===== config.mk =====
export PLATFORM = sky130hd
export DESIGN_NAME = alarm_ctrl
export DESIGN_NICKNAME = d
export VERILOG_FILES = /design/src/rtl/alarm_ctrl.sv
export SDC_FILE = /design/constraint.sdc
export NUM_CORES = 1
export LEC_CHECK = 0
export BUFFER_PORTS_ARGS = -buffer_cell sky130_fd_sc_hd__buf_2
export CORE_ASPECT_RATIO = 0.75
export CORE_MARGIN = 2
export CORE_UTILIZATION = 40
export DETAILED_ROUTE_END_ITERATION = 6
export GPL_TIMING_DRIVEN = 0
export PLACE_DENSITY = 0.76
export SETUP_SLACK_MARGIN = 0.3
export SLEW_MARGIN = 20
export SYNTH_ARGS = -nofsm -noshare
export SYNTH_HDL_FRONTEND = slang
export SYNTH_SLANG_ARGS = --single-unit

===== constraint.sdc =====
create_clock -name clk -period 4.4 [get_ports clk]
set_clock_uncertainty 0.1 [all_clocks]
set_input_delay 0.44 -clock clk [delete_from_list [all_inputs] [get_ports clk]]
set_output_delay 0.44 -clock clk [all_outputs]
set_load 0.02 [all_outputs]

===== src/rtl/alarm_ctrl.sv =====
// Alarm controller: arms on alarm_en, rings on a rising time/alarm match,
// supports a bounded number of snoozes and auto-stops after RING_SECS.
module alarm_ctrl #(
  parameter int RING_SECS   = 60,
  parameter int SNOOZE_SECS = 300,
  parameter int MAX_SNOOZE  = 3,
  parameter int CW          = 9
) (
  input  logic       clk,
  input  logic       rst,
  input  logic       tick,
  input  logic       alarm_en,
  input  logic       stop,
  input  logic       snooze,
  input  logic [3:0] timeminsunits,
  input  logic [3:0] timeminstens,
  input  logic [3:0] timehrsunits,
  input  logic [3:0] timehrstens,
  input  logic [3:0] alarmminsunits,
  input  logic [3:0] alarmminstens,
  input  logic [3:0] alarmhrsunits,
  input  logic [3:0] alarmhrstens,
  output logic       armed,
  output logic       ringing,
  output logic       snoozing,
  output logic       buzz,
  output logic [1:0] snooze_cnt,
  output logic [1:0] state_dbg
);

  typedef enum logic [1:0] {
    S_IDLE    = 2'd0,
    S_ARMED   = 2'd1,
    S_RINGING = 2'd2,
    S_SNOOZE  = 2'd3
  } state_t;

  localparam logic [CW-1:0] RING_LAST   = CW'(RING_SECS - 1);
  localparam logic [CW-1:0] SNOOZE_LAST = CW'(SNOOZE_SECS - 1);
  localparam logic [1:0]    MAX_CNT     = 2'(MAX_SNOOZE);

  state_t        state, state_nxt;
  logic          match, match_q, stop_q, snooze_q;
  logic          match_rise, stop_rise, snooze_rise;
  logic [CW-1:0] sec_cnt, sec_cnt_nxt;
  logic [1:0]    snooze_cnt_nxt;
  logic          buzz_nxt;

  assign match = (timeminsunits == alarmminsunits) && (timeminstens == alarmminstens) &&
                 (timehrsunits == alarmhrsunits) && (timehrstens == alarmhrstens);

  assign match_rise  = match & ~match_q;
  assign stop_rise   = stop & ~stop_q;
  assign snooze_rise = snooze & ~snooze_q;
  assign state_dbg   = state;

  always_comb begin
    state_nxt      = state;
    sec_cnt_nxt    = sec_cnt;
    snooze_cnt_nxt = snooze_cnt;
    buzz_nxt       = 1'b0;
    case (state)
      S_IDLE: begin
        if (alarm_en) state_nxt = S_ARMED;
      end
      S_ARMED: begin
        if (match_rise) begin
          state_nxt   = S_RINGING;
          sec_cnt_nxt = '0;
          buzz_nxt    = 1'b1;
        end
      end
      S_RINGING: begin
        buzz_nxt = buzz;
        // Stop beats snooze; a snooze beyond the allowance acts as stop.
        if (stop_rise) begin
          state_nxt = S_ARMED;
        end else if (snooze_rise) begin
          if (snooze_cnt < MAX_CNT) begin
            state_nxt      = S_SNOOZE;
            sec_cnt_nxt    = '0;
            snooze_cnt_nxt = snooze_cnt + 2'd1;
          end else begin
            state_nxt = S_ARMED;
          end
        end else if (tick) begin
          if (sec_cnt == RING_LAST) begin
            state_nxt = S_ARMED;
          end else begin
            sec_cnt_nxt = sec_cnt + 1'b1;
            buzz_nxt    = ~buzz;
          end
        end
      end
      S_SNOOZE: begin
        if (stop_rise) begin
          state_nxt = S_ARMED;
        end else if (tick) begin
          if (sec_cnt == SNOOZE_LAST) begin
            state_nxt   = S_RINGING;
            sec_cnt_nxt = '0;
            buzz_nxt    = 1'b1;
          end else begin
            sec_cnt_nxt = sec_cnt + 1'b1;
          end
        end
      end
      default: state_nxt = S_IDLE;
    endcase

    if (!alarm_en) state_nxt = S_IDLE;

    // Leaving the alarm event: forget snoozes and silence the buzzer.
    if (state_nxt == S_IDLE || state_nxt == S_ARMED) begin
      snooze_cnt_nxt = '0;
      sec_cnt_nxt    = '0;
    end
    if (state_nxt != S_RINGING) buzz_nxt = 1'b0;
  end

  always_ff @(posedge clk or posedge rst) begin
    if (rst) begin
      state      <= S_IDLE;
      sec_cnt    <= '0;
      snooze_cnt <= '0;
      match_q    <= 1'b0;
      stop_q     <= 1'b0;
      snooze_q   <= 1'b0;
      armed      <= 1'b0;
      ringing    <= 1'b0;
      snoozing   <= 1'b0;
      buzz       <= 1'b0;
    end else begin
      state      <= state_nxt;
      sec_cnt    <= sec_cnt_nxt;
      snooze_cnt <= snooze_cnt_nxt;
      match_q    <= match;
      stop_q     <= stop;
      snooze_q   <= snooze;
      armed      <= (state_nxt != S_IDLE);
      ringing    <= (state_nxt == S_RINGING);
      snoozing   <= (state_nxt == S_SNOOZE);
      buzz       <= buzz_nxt;
    end
  end

endmodule

---- After elaboration in Yosys (flattened, before gate mapping) ----
Index checks and enable logic that the tools add are counted.
Widths: inputs -> output; s select.
storage, ports and cells
  flip-flop bits (word level) ............. 20
  latch bits .............................. 0
  memory bits (writable) .................. 0
  ROM bits ................................ 0
  input bits .............................. 38
  output and inout port bits .............. 8
  logic and storage cells ................. 96
  memories kept ........................... 0
cells by class
  add/subtract/negate cells ............... 2
  $mul .................................... 0
  div/mod/pow operators ................... 0
  order comparisons ....................... 1
  eq/ne operators ......................... 25
  shifts and indexed selects .............. 0
  multiplexer cells ....................... 37
  bitwise logic cells ..................... 7
  reduce and logical (&&, ||, !) cells .... 14
operators with widths
  cell                 count
  $mux 9               10
  $mux 2               15
  $pmux 9 s3           1
  $ne 3x3->1 const B   8
  $eq 4x4->1           4
  $ne 4x4->1 const B   3
  $add 9x1->9 const B  1
  $eq 9x6->1 const B   1
  $eq 9x9->1 const B   1
  $mux 1               9
  $eq 2x2->1 const B   4
  $pmux 2 s4           1
  $reduce_and 4->1     2
  $reduce_and 8->1     1
  $reduce_bool 2->1    4
  $eq 2x1->1 const B   2
  $logic_not 2->1      2
  $not 1->1            4
  $reduce_bool 4->1    1
  $and 1x1->1          3
  $logic_and 1x1->1    3
  $pmux 1 s3           1
  $add 2x1->2 const B  1
  $lt 2x2->1 const B   1
  other kinds (3)      3

---- Longest topological paths before layout ----
Gate-level depths: netlist of run 1.
  depth after elaboration ................. 12
  gate-level depth with buffers ........... 7
  mapped depth without buffers ............ 6

---- Least setup slack after synthesis of run 1 ----
Ideal clock, no wire load.
  path type ............................... reg-to-reg
  start ................................... register sec_cnt[2]
  end ..................................... register buzz
  setup time .............................. 0.092 ns
  arrival time ............................ 1.704 ns
  required time ........................... 4.208 ns
  setup slack ............................. 2.504 ns
  stages on the path, launching flop included .. 6
  path buffers ............................ 0
  clock period less this slack ............ 1.896 ns
  cells stage by stage .................... dfrtp_1 -> or4b_4 -> nor3_4 -> nand4_1 -> and3_4 -> o31ai_2
between the ends
  cells in the longest elaborated chain, start to end .. 10
  elaborated cells on any way between the ends .. 22
  those cells by class .................... eq/ne (7); mux (14); reduce/logical (1)
RTL lines
  what                        line  text
  start, declared             45    logic [CW-1:0] sec_cnt, sec_cnt_nxt;
  start signal, assigned      135   sec_cnt <= sec_cnt_nxt;
  $eq 9x6->1                  87    if (sec_cnt == RING_LAST) begin
  $mux 2                      87
  $mux 2                      86    end else if (tick) begin
  $mux 2                      78    end else if (snooze_rise) begin
  $mux 2                      76    if (stop_rise) begin
  $pmux 2 s4                  62    case (state)
  $mux 2                      111   if (!alarm_en) state_nxt = S_IDLE;
  $ne 2x2->1                  118   if (state_nxt != S_RINGING) buzz_nxt = 1'b0;
  $ne 3x3->1 (no line)        n/a
  $reduce_and 4->1 (no line)  n/a
  end signal, assigned        143   buzz <= buzz_nxt;
  end, declared               26    output logic buzz,
Several ways; a longest one is shown, not always the timed one.
A chain may end at the register's enable or synchronous reset.

---- Worst setup path in the final report of run 1 ----
  start ................................... register sec_cnt[2]
  end ..................................... register sec_cnt[4]
between the ends
  cells in the longest elaborated chain, start to end .. 11
  elaborated cells on any way between the ends .. 33
  those cells by class .................... add/sub (1); eq/ne (10); mux (18); reduce/logical (4)
RTL lines
  what                                                  line  text
  $eq 9x6->1                                            87
  $mux 2                                                87
  $mux 2                                                86
  $mux 2                                                78
  $mux 2                                                76
  $pmux 2 s4                                            62
  $mux 2                                                111
  $eq 2x1->1 / $logic_not 2->1 (equally long branches)  114   if (state_nxt == S_IDLE || state_nxt == S_ARMED) begin
  $logic_or 1x1->1                                      114
  $ne 4x4->1 (no line) (tied with other cells)          n/a
  $reduce_and 8->1 (no line)                            n/a
Several ways; a longest one is shown, not always the timed one. The select of a mux whose other input is x is not followed.

==> results.md, run 1 <==
| Result | Value | Unit |
|:---|:---|:---|
| Largest stage delay on the critical path | 0.61 | ns |
| Count of flip-flops with a built-in enable after synthesis | 0 | - |
| Grt met3 use | 0.0380 | - |
| Met2 demand-to-capacity share in global routing | 0.239 | - |
| Area of the mapped netlist | 0.00145 | mm² |
| Total of cells resized after clock tree synthesis | 0 | - |
| Layout-stage area growth over the synthesis result | 23.9 | % |
| Met1 GRT Util | 0.263 | - |
| Net count after synthesis | 185 | - |
| Fmax achieved | 0.468 | GHz |
| Nets@finish | 235 | - |
| Num rows | 18 | - |
| Aggregate global routing overflow | 0 | - |
| Setup-violating endpoint count in the final report | 0 | - |
| HPWL after detailed placement | 2570 | µm |
| Global-route usage over all layers | 0.168 | - |
| Initial Utilization | 0.429 | - |
| Synth Warn # | 0 | - |
| Number of distinct library cells after synthesis | 42 | - |
| CTS root buf | clkbuf_8 | - |
| Worst Max-Slew Pin Slew | 0.775 | ns |
| Final Cycle Share | 0.486 | - |
| Top delay family on crit path | simple AND/OR/NAND/NOR gates | - |
| Final core occ | 0.531 | - |
| Startpoint kind of the worst setup timing path | flip-flop | - |
| Via count | 1305 | - |
| Clock edge transition at the registers on the reported setup and hold paths | 0.08 | ns |
| Worst slack at placement | 2.24 | ns |
| Max-cap violations | 0 | - |
| Core region area | 0.00338 | mm² |
| Number of max-slew violations in the final report | 0 | - |
| Minimum clock period after layout | 2.14 | ns |
| Drt via density | 5.58 | - |
| Setup repair bufs after CTS | 0 | - |
| WL/cell | 13.8 | µm |
| Type of the worst setup path | flip-flop to flip-flop | - |
| Result of the run | finished clean | - |
| Final Routed Wirelength | 3230 | µm |
| Count of antenna-violating nets left after detailed routing | 0 | - |
| Aggregate negative setup slack | 0 | ns |
| Total leakage power | 0.806 | nW |
| Antenna violations before repair | 0 | - |
| Most frequent standard cell in the layout excluding fill and tap cells | buf_2 | - |
| Commonest cells after routing, fill and taps aside | buf_2, dfrtp_1, xnor2_1 | - |
| Hold buffers post-CTS | 0 | - |
| Sequential element share of the synthesized area | 0.345 | - |
| Max rail drop VDD | 0.000164 | V |
| Number of synthesized register bits | 20 | - |
| CP cell instances | or4b_4 -> nor3_4 -> a21oi_1 -> clkbuf_1 -> nand3_1 -> o21ai_0 | - |
| Fraction of final layout cells with drive strength greater than 1 | 0.361 | - |
| Worst min-delay path class | primary input to flip-flop | - |
| Final Hold Violating Endpoints | 0 | - |
| TritonCTS clock tree | built | - |
| Fraction of registers with async set or reset after synthesis | 1.00 | - |
| Global-route wire length before repair | 5510 | µm |
| First drt pass iteration count | 4 | - |
| CTS Sinks | 20 | - |
| Data required time of the worst path | 4.44 | ns |
| Capturing element type of the critical path | flip-flop | - |
| Arrival time of data at the critical path endpoint | 2.17 | ns |
| Number of DRC markers after the initial detailed-route iteration | 60 | - |
| Power per cell area | 238 | mW/mm² |
| Unrepaired setup endpoints after global routing | false | - |
| N_diodes | 0 | - |
| DIE WIDTH | 73.5 | µm |
| Top_reg_cell synth | dfrtp_1 | - |
| Area enclosed by the die boundary | 0.00412 | mm² |
| Synth Instances | 145 | - |
| Port Buffer Count | 45 | - |
| Number of buffers on the longest clock path | 2 | - |
| Syn Area/Cell | 9.99 | µm² |
| Largest net degree at the start of global routing | 21 | - |
| Highest-delay cell along the critical path | or4b_4 | - |
| Total CTS buffers | 3 | - |
| Worst path setup slack after routing | 2.26 | ns |
| Worst slew margin relative to its limit | 0.483 | - |
| Weighted congestion reported at the end of routability-driven placement | 0.819 | - |
| Clock insertion delay at the later pin of the skew report | 0.26 | ns |
| Worst Path Buf+Inv | 1 | - |
| Maximum net fanout on the critical path | 10 | - |
| Most crowded layer after global routing | met1 | - |
| CTS HTree Levels | 1 | - |
| Die H | 56.1 | µm |
| Residual DRC | 0 | - |
| I/O Pins | 46 | - |
| Vias in the first global route | 1190 | - |
==> sequential cells by signal, summed over array words and instances, names as in the netlist <==
register	cells
armed	1
buzz	1
match_q	1
ringing	1
sec_cnt	9
snooze_cnt	2
snooze_q	1
snoozing	1
state_dbg	2
stop_q	1
==> final timing paths <==
| check | startpoint | end | slack (ns) | depth (start not counted) |
|---|---|---|---|---|
| max | sec_cnt[2]$_DFFE_PP0P_ | sec_cnt[4]$_DFFE_PP0P_ | 2.26 | 6 |
| max in group asynchronous | rst | stop_q$_DFF_PP0_ | 3.51 | 2 |
| max reg2reg | sec_cnt[2]$_DFFE_PP0P_ | sec_cnt[4]$_DFFE_PP0P_ | 2.26 | 6 |
| min in group asynchronous | rst | state_dbg[1]$_DFF_PP0_ | 0.20 | 2 |
| min | snooze | snooze_q$_DFF_PP0_ | 0.19 | 1 |
| min reg2reg | snooze_cnt[1]$_DFFE_PP0P_ | snooze_cnt[1]$_DFFE_PP0P_ | 0.46 | 2 |
==> synth_stat cells, drive strengths merged, types with 3 or more instances <==
cell | instances | area share
nand2 | 5 | 0.013
nand4 | 6 | 0.026
nand2b | 3 | 0.013
a32oi | 3 | 0.018
a21oi | 4 | 0.014
mux2i | 4 | 0.028
nand3b | 7 | 0.036
nor4 | 3 | 0.034
dfrtp | 20 | 0.35
inv | 6 | 0.016
xnor2 | 17 | 0.10
and3 | 6 | 0.031
nand3 | 12 | 0.045
nor2 | 7 | 0.018
clkbuf | 5 | 0.027
o21ai | 9 | 0.034
==> power breakdown <==
part	internal, mW	total (mW)	switching, mW
sequential	0.185	0.186	0.000807
combinational	0.0279	0.0541	0.0262
clock	0.122	0.187	0.0652
total	0.335	0.427	0.0922
==> final cells by class <==
cell class                      count  area [µm²]
Buffer                              6        50.0
Clock buffer                        3        41.3
Clock inverter                      1        30.0
Fill cell                         315        1580
Inverter                            6        22.5
Multi-Input combinational cell    113         876
Sequential cell                    20         500
Tap cell                           40        50.0
Timing Repair Buffer               45         225
==> stage by stage <==
step	instances	power (mW)	hold slack (ns)	cell area, µm²
5_1_grt	234	0.446	0.177	1800
3_3_place_gp	230	0.244	0.439	1720
6_report	234	0.427	0.195	1800
4_1_cts	234	0.433	0.186	1800
2_1_floorplan	145	0.219	0.304	1450
3_5_place_dp	230	0.245	0.454	1720
==> metal layers <==
layer  routed length (µm)  share of wire  vias up
met3                  185          0.057        3
met5                    0              0        -
met4                   16         0.0050        0
met1                 1650           0.51      628
met2                 1380           0.43       35
li1                     -              -      639
==> cell families (layout without fill, tap and decap cells) <==
| logic type | count (synthesis) | in the layout | share of synthesized area |
|---|---|---|---|
| xor+xnor | 17 | 17 | 0.103 |
| compound gates | 29 | 29 | 0.160 |
| buf+inv | 12 | 61 | 0.0501 |
| fa+ha+maj | 2 | 2 | 0.0173 |
| flops | 20 | 20 | 0.345 |
| simple gates | 61 | 61 | 0.297 |
| mux | 4 | 4 | 0.0276 |
(Power assumes the default switching activity.)
==> run 2: changes to the inputs <==
==> constraint.sdc (replaced) <==
create_clock -name clk -period 2 [get_ports clk]
set_clock_uncertainty 0.1 [all_clocks]
set_input_delay 0.2 -clock clk [delete_from_list [all_inputs] [get_ports clk]]
set_output_delay 0.2 -clock clk [all_outputs]
set_load 0.02 [all_outputs]
==> results.md, run 2 (synthesis gave the netlist of run 1 again) <==
| Result | Value | Unit | Delta |
|:---|:---|:---|:---|
| Result of the run | finished with violations | - |  |
| Failing checks | negative setup slack | - |  |
| TritonCTS clock tree | built | - |  |
| Number of buffers on the longest clock path | 2 | - | unchanged |
| Largest net degree at the start of global routing | 21 | - | unchanged |
| Uppermost layer routed | met4 | - |  |
| Unrepaired setup endpoints after global routing | true | - |  |
| Flip-flop count of the largest register after layout | 9 | - | unchanged |
| Fraction of final layout cells with drive strength greater than 1 | 0.441 | - | +0.0798 |
| CTS Sinks | 20 | - | unchanged |
| Maximum net fanout on the critical path | 5 | - | -5 |
| Arrival time of data at the critical path endpoint | 2.20 | ns | +0.03 ns |
| Core region area | 0.00338 | mm² | unchanged |
| Fmax achieved | 0.476 | GHz | +1.6% |
| Register-to-Register Setup Slack | -0.10 | ns | -2.37 ns |
| Commonest cells after routing, fill and taps aside | buf_2, dfrtp_1, xnor2_1 | - |  |
| Highest-delay cell along the critical path | or4b_4 | - |  |
| Max-cap violations | 0 | - | unchanged |
| Total leakage power | 0.882 | nW | +9.4% |
| Port Buffer Count | 45 | - | unchanged |
| Worst slew margin relative to its limit | 0.481 | - | -0.00137 |
| Weighted congestion reported at the end of routability-driven placement | 0.829 | - | +1.3% |
| Antenna violations before repair | 0 | - | unchanged |
| N_diodes | 0 | - | unchanged |
| Layout-stage area growth over the synthesis result | 33.6 | % |  |
| Capturing point of the worst reg2reg path | snoozing$_DFF_PP0_ | - |  |
| Area enclosed by the die boundary | 0.00412 | mm² | unchanged |
| Routed length on met1 | 1880 | µm | +14% |
| Top delay family on crit path | simple AND/OR/NAND/NOR gates | - |  |
| Worst min-delay path class | primary input to flip-flop | - |  |
| Residual DRC | 0 | - | unchanged |
| Largest stage delay on the critical path | 0.62 | ns | about the same |
| Number of max-slew violations in the final report | 0 | - | unchanged |
| First drt pass iteration count | 4 | - | unchanged |
| Power per cell area | 489 | mW/mm² | +110% |
| CP cell instances | or4b_4 -> nor3_4 -> a41oi_2 -> a32oi_2 -> nor2b_1 | - |  |
| Data required time of the worst path | 2.10 | ns | -2.34 ns |
| Setup-violating endpoint count in the final report | 15 | - | +15 |
| Detailed route wirelength on metal3 | 146 | µm | -21% |
| Num rows | 18 | - | unchanged |
| Die H | 56.1 | µm | unchanged |
| DIE WIDTH | 73.5 | µm | unchanged |
| Final core occ | 0.573 | - | +0.0415 |
| CTS root buf | clkbuf_8 | - |  |
| Worst hold-check slack | 0.117 | ns | -0.0775 ns |
| CTS HTree Levels | 1 | - | unchanged |
| Total CTS buffers | 3 | - | unchanged |
| Nets@finish | 243 | - | +3.4% |
| Clock insertion delay at the later pin of the skew report | 0.26 | ns | about the same |
| Final Routed Wirelength | 3620 | µm | +12% |
| Final Hold Violating Endpoints | 0 | - | unchanged |
| Drt via density | 5.58 | - | +0.10% |
| End of the worst hold path | armed$_DFF_PP0_ | - |  |
| Max rail drop VDD | 0.000445 | V | +170% |
| Cells on worst reg2reg path | 5 | - | -1 |
| Capturing element type of the critical path | flip-flop | - |  |
| Type of the worst setup path | flip-flop to flip-flop | - |  |
| Power consumption | 0.946 | mW | +120% |
| Most frequent standard cell in the layout excluding fill and tap cells | buf_2 | - |  |
| Number of DRC markers after the initial detailed-route iteration | 88 | - | +47% |
| Count of antenna-violating nets left after detailed routing | 0 | - | unchanged |
| Worst path setup slack after routing | -0.103 | ns | -2.37 ns |
| Met2 Wirelength | 1590 | µm | +15% |
| Count of cells along the worst hold path | 2 | - | +1 |
| Aggregate global routing overflow | 0 | - | unchanged |
| Global-route usage over all layers | 0.188 | - | +0.0200 |
| Vias in the first global route | 1304 | - | +9.6% |
| Worst Path Buf+Inv | 0 | - | -1 |
| Critical hold path startpoint | alarm_en | - |  |
| Global-route wire length before repair | 6090 | µm | +11% |
| I/O Pins | 46 | - | unchanged |
| Clock edge transition at the registers on the reported setup and hold paths | 0.08 | ns | about the same |
| HPWL after detailed placement | 2570 | µm | about the same |
| Minimum clock period after layout | 2.10 | ns | -0.0346 ns |
| Final Cycle Share | 1.05 | - | +0.566 |
| Startpoint kind of the worst setup timing path | flip-flop | - |  |
| Initial Utilization | 0.429 | - | unchanged |
| Largest register by flop count | sec_cnt | - |  |
| WL/cell | 15.0 | µm | +8.4% |
| Via count | 1351 | - | +3.5% |
| R2r startpoint | sec_cnt[2]$_DFFE_PP0P_ | - |  |
| Worst Max-Slew Pin Slew | 0.777 | ns | +0.00205 ns |
run 2: cell types whose count changed in the layout (fill, tap and decap cells not counted), sizes merged:
cell / delta
clkbuf: -1
buf: +6
dlygate4sd3: +3
run 2: area by class of cell:
| class | instances | area (µm²) |
|---|---|---|
| Fill cell | 308 | 1440 |
| Multi-Input combinational cell | 113 | 937 |
| Sequential cell | 20 | 500 |
| Timing Repair Buffer | 53 | 297 |
| Buffer | 6 | 57.6 |
| Tap cell | 40 | 50.0 |
| Clock buffer | 3 | 41.3 |
| Clock inverter | 1 | 30.0 |
| Inverter | 6 | 22.5 |
run 2: metal layers:
layer / vias up / global-route usage
met5: - / 0
met4: 0 / 0.0234
met3: 2 / 0.0453
met2: 35 / 0.261
met1: 655 / 0.298
li1: 659 / -
run 2: how the worst max path moves through the flow:
stage / startpoint / endpoint / slack, ns / depth (start not counted)
finish: sec_cnt[2]$_DFFE_PP0P_ / snoozing$_DFF_PP0_ / -0.10 / 5
global route: sec_cnt[2]$_DFFE_PP0P_ / snoozing$_DFF_PP0_ / -0.18 / 5
CTS: sec_cnt[2]$_DFFE_PP0P_ / buzz$_DFFE_PP0P_ / -0.07 / 5
detailed placement: sec_cnt[2]$_DFFE_PP0P_ / ringing$_DFF_PP0_ / -0.1 / 5
global placement: sec_cnt[2]$_DFFE_PP0P_ / snoozing$_DFF_PP0_ / -0.07 / 5
floorplan: sec_cnt[2]$_DFFE_PP0P_ / buzz$_DFFE_PP0P_ / 0.11 / 5
run 2: power breakdown:
part | internal (mW) | switching [mW] | total [mW] | leakage (nW)
sequential | 0.408 | 0.00218 | 0.410 | 0.270
combinational | 0.0679 | 0.0606 | 0.128 | 0.576
clock | 0.267 | 0.140 | 0.407 | 0.0357
total | 0.743 | 0.203 | 0.946 | 0.882
run 2: per-stage QoR:
stage | std cells | setup TNS, ns | setup slack (ns) | area [µm²]
after floorplan | 145 | 0 | 0.111 | 1450
after global placement | 230 | -0.544 | -0.0672 | 1730
after detailed placement | 230 | -0.833 | -0.0991 | 1730
after CTS | 241 | -0.542 | -0.0669 | 1880
after global routing | 242 | -2.06 | -0.184 | 1940
final | 242 | -0.984 | -0.103 | 1940
run 2: worst reg2reg max path: stages, from the launching register on:
cell     delay [ns]
dfrtp_1        0.44
or4b_4         0.62
nor3_4         0.27
a41oi_2        0.20
a32oi_2        0.26
nor2b_1        0.16
run 2: repair_timing:
action / CTS / global route
hold endpoints to repair: 14 / 0
hold buffers: 3 / 0
resized for setup: 10 / 11
pin swaps: 6 / 4
buffers inserted: 4 / 1
setup endpoints to repair: 16 / 16
==> run 3: changes to the inputs <==
--- a/config.mk
+++ b/config.mk
@@ -12,6 +12,7 @@
 export DETAILED_ROUTE_END_ITERATION = 6
 export GPL_TIMING_DRIVEN = 0
 export PLACE_DENSITY = 0.76
+export RECOVER_POWER = 25
 export SETUP_SLACK_MARGIN = 0.3
 export SLEW_MARGIN = 20
 export SYNTH_ARGS = -nofsm -noshare
==> results.md, run 3 (synthesis gave the netlist of run 1 again) <==
| Result | Value | Unit | Delta |
|:---|:---|:---|:---|
| Clock insertion delay at the later pin of the skew report | 0.26 | ns | about the same |
| Global-route usage over all layers | 0.188 | - | unchanged |
| Max rail drop VDD | 0.000445 | V | about the same |
| Core region area | 0.00338 | mm² | unchanged |
| Largest net degree at the start of global routing | 21 | - | unchanged |
| Antenna violations before repair | 0 | - | unchanged |
| Total leakage power | 0.856 | nW | -2.9% |
| Aggregate global routing overflow | 0 | - | unchanged |
| I/O Pins | 46 | - | unchanged |
| Weighted congestion reported at the end of routability-driven placement | 0.829 | - | unchanged |
| CTS HTree Levels | 1 | - | unchanged |
| Port Buffer Count | 45 | - | unchanged |
| CTS root buf | clkbuf_8 | - |  |
| Worst hold-check slack | 0.172 | ns | +0.0548 ns |
| R2r startpoint | sec_cnt[2]$_DFFE_PP0P_ | - |  |
| Area enclosed by the die boundary | 0.00412 | mm² | unchanged |
| Startpoint kind of the worst setup timing path | flip-flop | - |  |
| Capturing element type of the critical path | flip-flop | - |  |
| Type of the worst setup path | flip-flop to flip-flop | - |  |
| Layout-stage area growth over the synthesis result | 33.0 | % |  |
| First drt pass iteration count | 4 | - | unchanged |
| Die H | 56.1 | µm | unchanged |
| Worst min-delay path class | primary input to flip-flop | - |  |
| Critical hold path startpoint | alarm_en | - |  |
| Max-cap violations | 0 | - | unchanged |
| Number of DRC markers after the initial detailed-route iteration | 88 | - | unchanged |
| Setup-violating endpoint count in the final report | 15 | - | unchanged |
| Cells on worst reg2reg path | 5 | - | unchanged |
| Largest register by flop count | sec_cnt | - |  |
| TritonCTS clock tree | built | - |  |
| Top delay family on crit path | simple AND/OR/NAND/NOR gates | - |  |
| Layout Cell Area excl Fill | 0.00193 | mm² | -0.45% |
| Final Cycle Share | 1.05 | - | about the same |
| Largest stage delay on the critical path | 0.62 | ns | about the same |
| Most frequent standard cell in the layout excluding fill and tap cells | buf_2 | - |  |
| Fmax achieved | 0.476 | GHz | about the same |
| Failing checks | negative setup slack | - |  |
| Area of placed instances | 0.00173 | mm² | unchanged |
| Count of cells along the worst hold path | 2 | - | unchanged |
| Unrepaired setup endpoints after global routing | true | - |  |
| Via count | 1351 | - | unchanged |
| DIE WIDTH | 73.5 | µm | unchanged |
| Drt via density | 5.58 | - | unchanged |
| Global-route wire length before repair | 6090 | µm | unchanged |
| Commonest cells after routing, fill and taps aside | buf_2, dfrtp_1, xnor2_1 | - |  |
| CTS Sinks | 20 | - | unchanged |
| Maximum net fanout on the critical path | 5 | - | unchanged |
| Total CTS buffers | 3 | - | unchanged |
| Minimum clock period after layout | 2.10 | ns | +0.0000190 ns |
| Residual DRC | 0 | - | unchanged |
| HPWL after detailed placement | 2570 | µm | unchanged |
| Worst Path Buf+Inv | 0 | - | unchanged |
| Count of antenna-violating nets left after detailed routing | 0 | - | unchanged |
| Flip-flop count of the largest register after layout | 9 | - | unchanged |
| CP cell instances | or4b_4 -> nor3_4 -> a41oi_2 -> a32oi_2 -> nor2b_1 | - |  |
| N_diodes | 0 | - | unchanged |
| Final Routed Wirelength | 3620 | µm | unchanged |
| Number of max-slew violations in the final report | 0 | - | unchanged |
| Data required time of the worst path | 2.10 | ns | about the same |
| Highest-delay cell along the critical path | or4b_4 | - |  |
| Fraction of final layout cells with drive strength greater than 1 | 0.406 | - | -0.0347 |
| End of the worst hold path | armed$_DFF_PP0_ | - |  |
| Nets@finish | 243 | - | unchanged |
| Number of fillers in the final layout | 313 | - | +1.6% |
| Register-to-Register Setup Slack | -0.10 | ns | about the same |
| Result of the run | finished with violations | - |  |
| Initial Utilization | 0.429 | - | unchanged |
| Num rows | 18 | - | unchanged |
| Capturing point of the worst reg2reg path | snoozing$_DFF_PP0_ | - |  |
| Worst path setup slack after routing | -0.103 | ns | -0.0000190 ns |
| Number of buffers on the longest clock path | 2 | - | unchanged |
| WL/cell | 15.0 | µm | unchanged |
| Worst slew margin relative to its limit | 0.481 | - | about the same |
| Worst Max-Slew Pin Slew | 0.777 | ns | +0.000113 ns |
| Final Hold Violating Endpoints | 0 | - | unchanged |
| Arrival time of data at the critical path endpoint | 2.20 | ns | about the same |
| Power per cell area | 491 | mW/mm² | +0.38% |
| Vias in the first global route | 1304 | - | unchanged |
| Clock edge transition at the registers on the reported setup and hold paths | 0.08 | ns | about the same |
run 3: cell count changes in the layout (fill, tap and decap cells not counted), sizes merged:
cell / previous run / this run
buf: 52 / 45
clkbuf: 7 / 14
run 3: timing repair:
item                                    4_1_cts  5_1_grt
hold buffers                                  3        0
pin swaps                                     6        4
resized for setup                            10       11
endpoints found under the setup margin       16       16
setup buffers                                 4        1
endpoints found under the hold margin        14        0
run 3: power by group:
| group | switching [mW] | leakage, nW | total [mW] | internal (mW) |
|---|---|---|---|---|
| Sequential | 0.00222 | 0.270 | 0.410 | 0.408 |
| Clock | 0.140 | 0.0357 | 0.407 | 0.267 |
| Combinational | 0.0606 | 0.550 | 0.128 | 0.0670 |
run 3: per-layer routing:
metal	part of all wire	track usage	up-vias
met2	0.44	0.261	35
met5	0	0	-
met1	0.52	0.298	655
met4	0.0028	0.0234	0
met3	0.041	0.0453	2
li1	-	-	659
run 3: area by class of cell:
class,instances,area (µm²),area share
inverter,6,22.5,0.0117
tap,40,50.0,0.0260
timing repair buffer,53,288,0.149
buffer,6,57.6,0.0299
sequential,20,500,0.260
multi-input combinational,113,937,0.486
clock inverter,1,30.0,0.0156
clock buffer,3,41.3,0.0214
run 3: worst max path at each step:
| stage | depth (start not counted) | from | end |
|---|---|---|---|
| floorplan | 5 | sec_cnt[2]$_DFFE_PP0P_ | buzz$_DFFE_PP0P_ |
| global placement | 5 | sec_cnt[2]$_DFFE_PP0P_ | snoozing$_DFF_PP0_ |
| detailed placement | 5 | sec_cnt[2]$_DFFE_PP0P_ | ringing$_DFF_PP0_ |
| CTS | 5 | sec_cnt[2]$_DFFE_PP0P_ | buzz$_DFFE_PP0P_ |
| global route | 5 | sec_cnt[2]$_DFFE_PP0P_ | snoozing$_DFF_PP0_ |
| finish | 5 | sec_cnt[2]$_DFFE_PP0P_ | snoozing$_DFF_PP0_ |
run 3: through the flow:
stage / total power [mW] / utilization / cells / TNS (ns) / setup slack (ns)
floorplan: 0.482 / - / 145 / 0 / 0.111
global placement: 0.536 / 0.511 / 230 / -0.544 / -0.0672
detailed placement: 0.538 / 0.511 / 230 / -0.833 / -0.0991
CTS: 0.952 / 0.557 / 241 / -0.542 / -0.0669
global route: 0.985 / 0.570 / 242 / -2.06 / -0.184
finish: 0.945 / 0.570 / 242 / -0.984 / -0.103
run 3: worst reg2reg max path, cell delays in order, from the launching register on:
cell and delay (ns):
dfrtp_1 0.44, or4b_4 0.62, nor3_4 0.27, a41oi_2 0.20, a32oi_2 0.26, nor2b_1 0.16
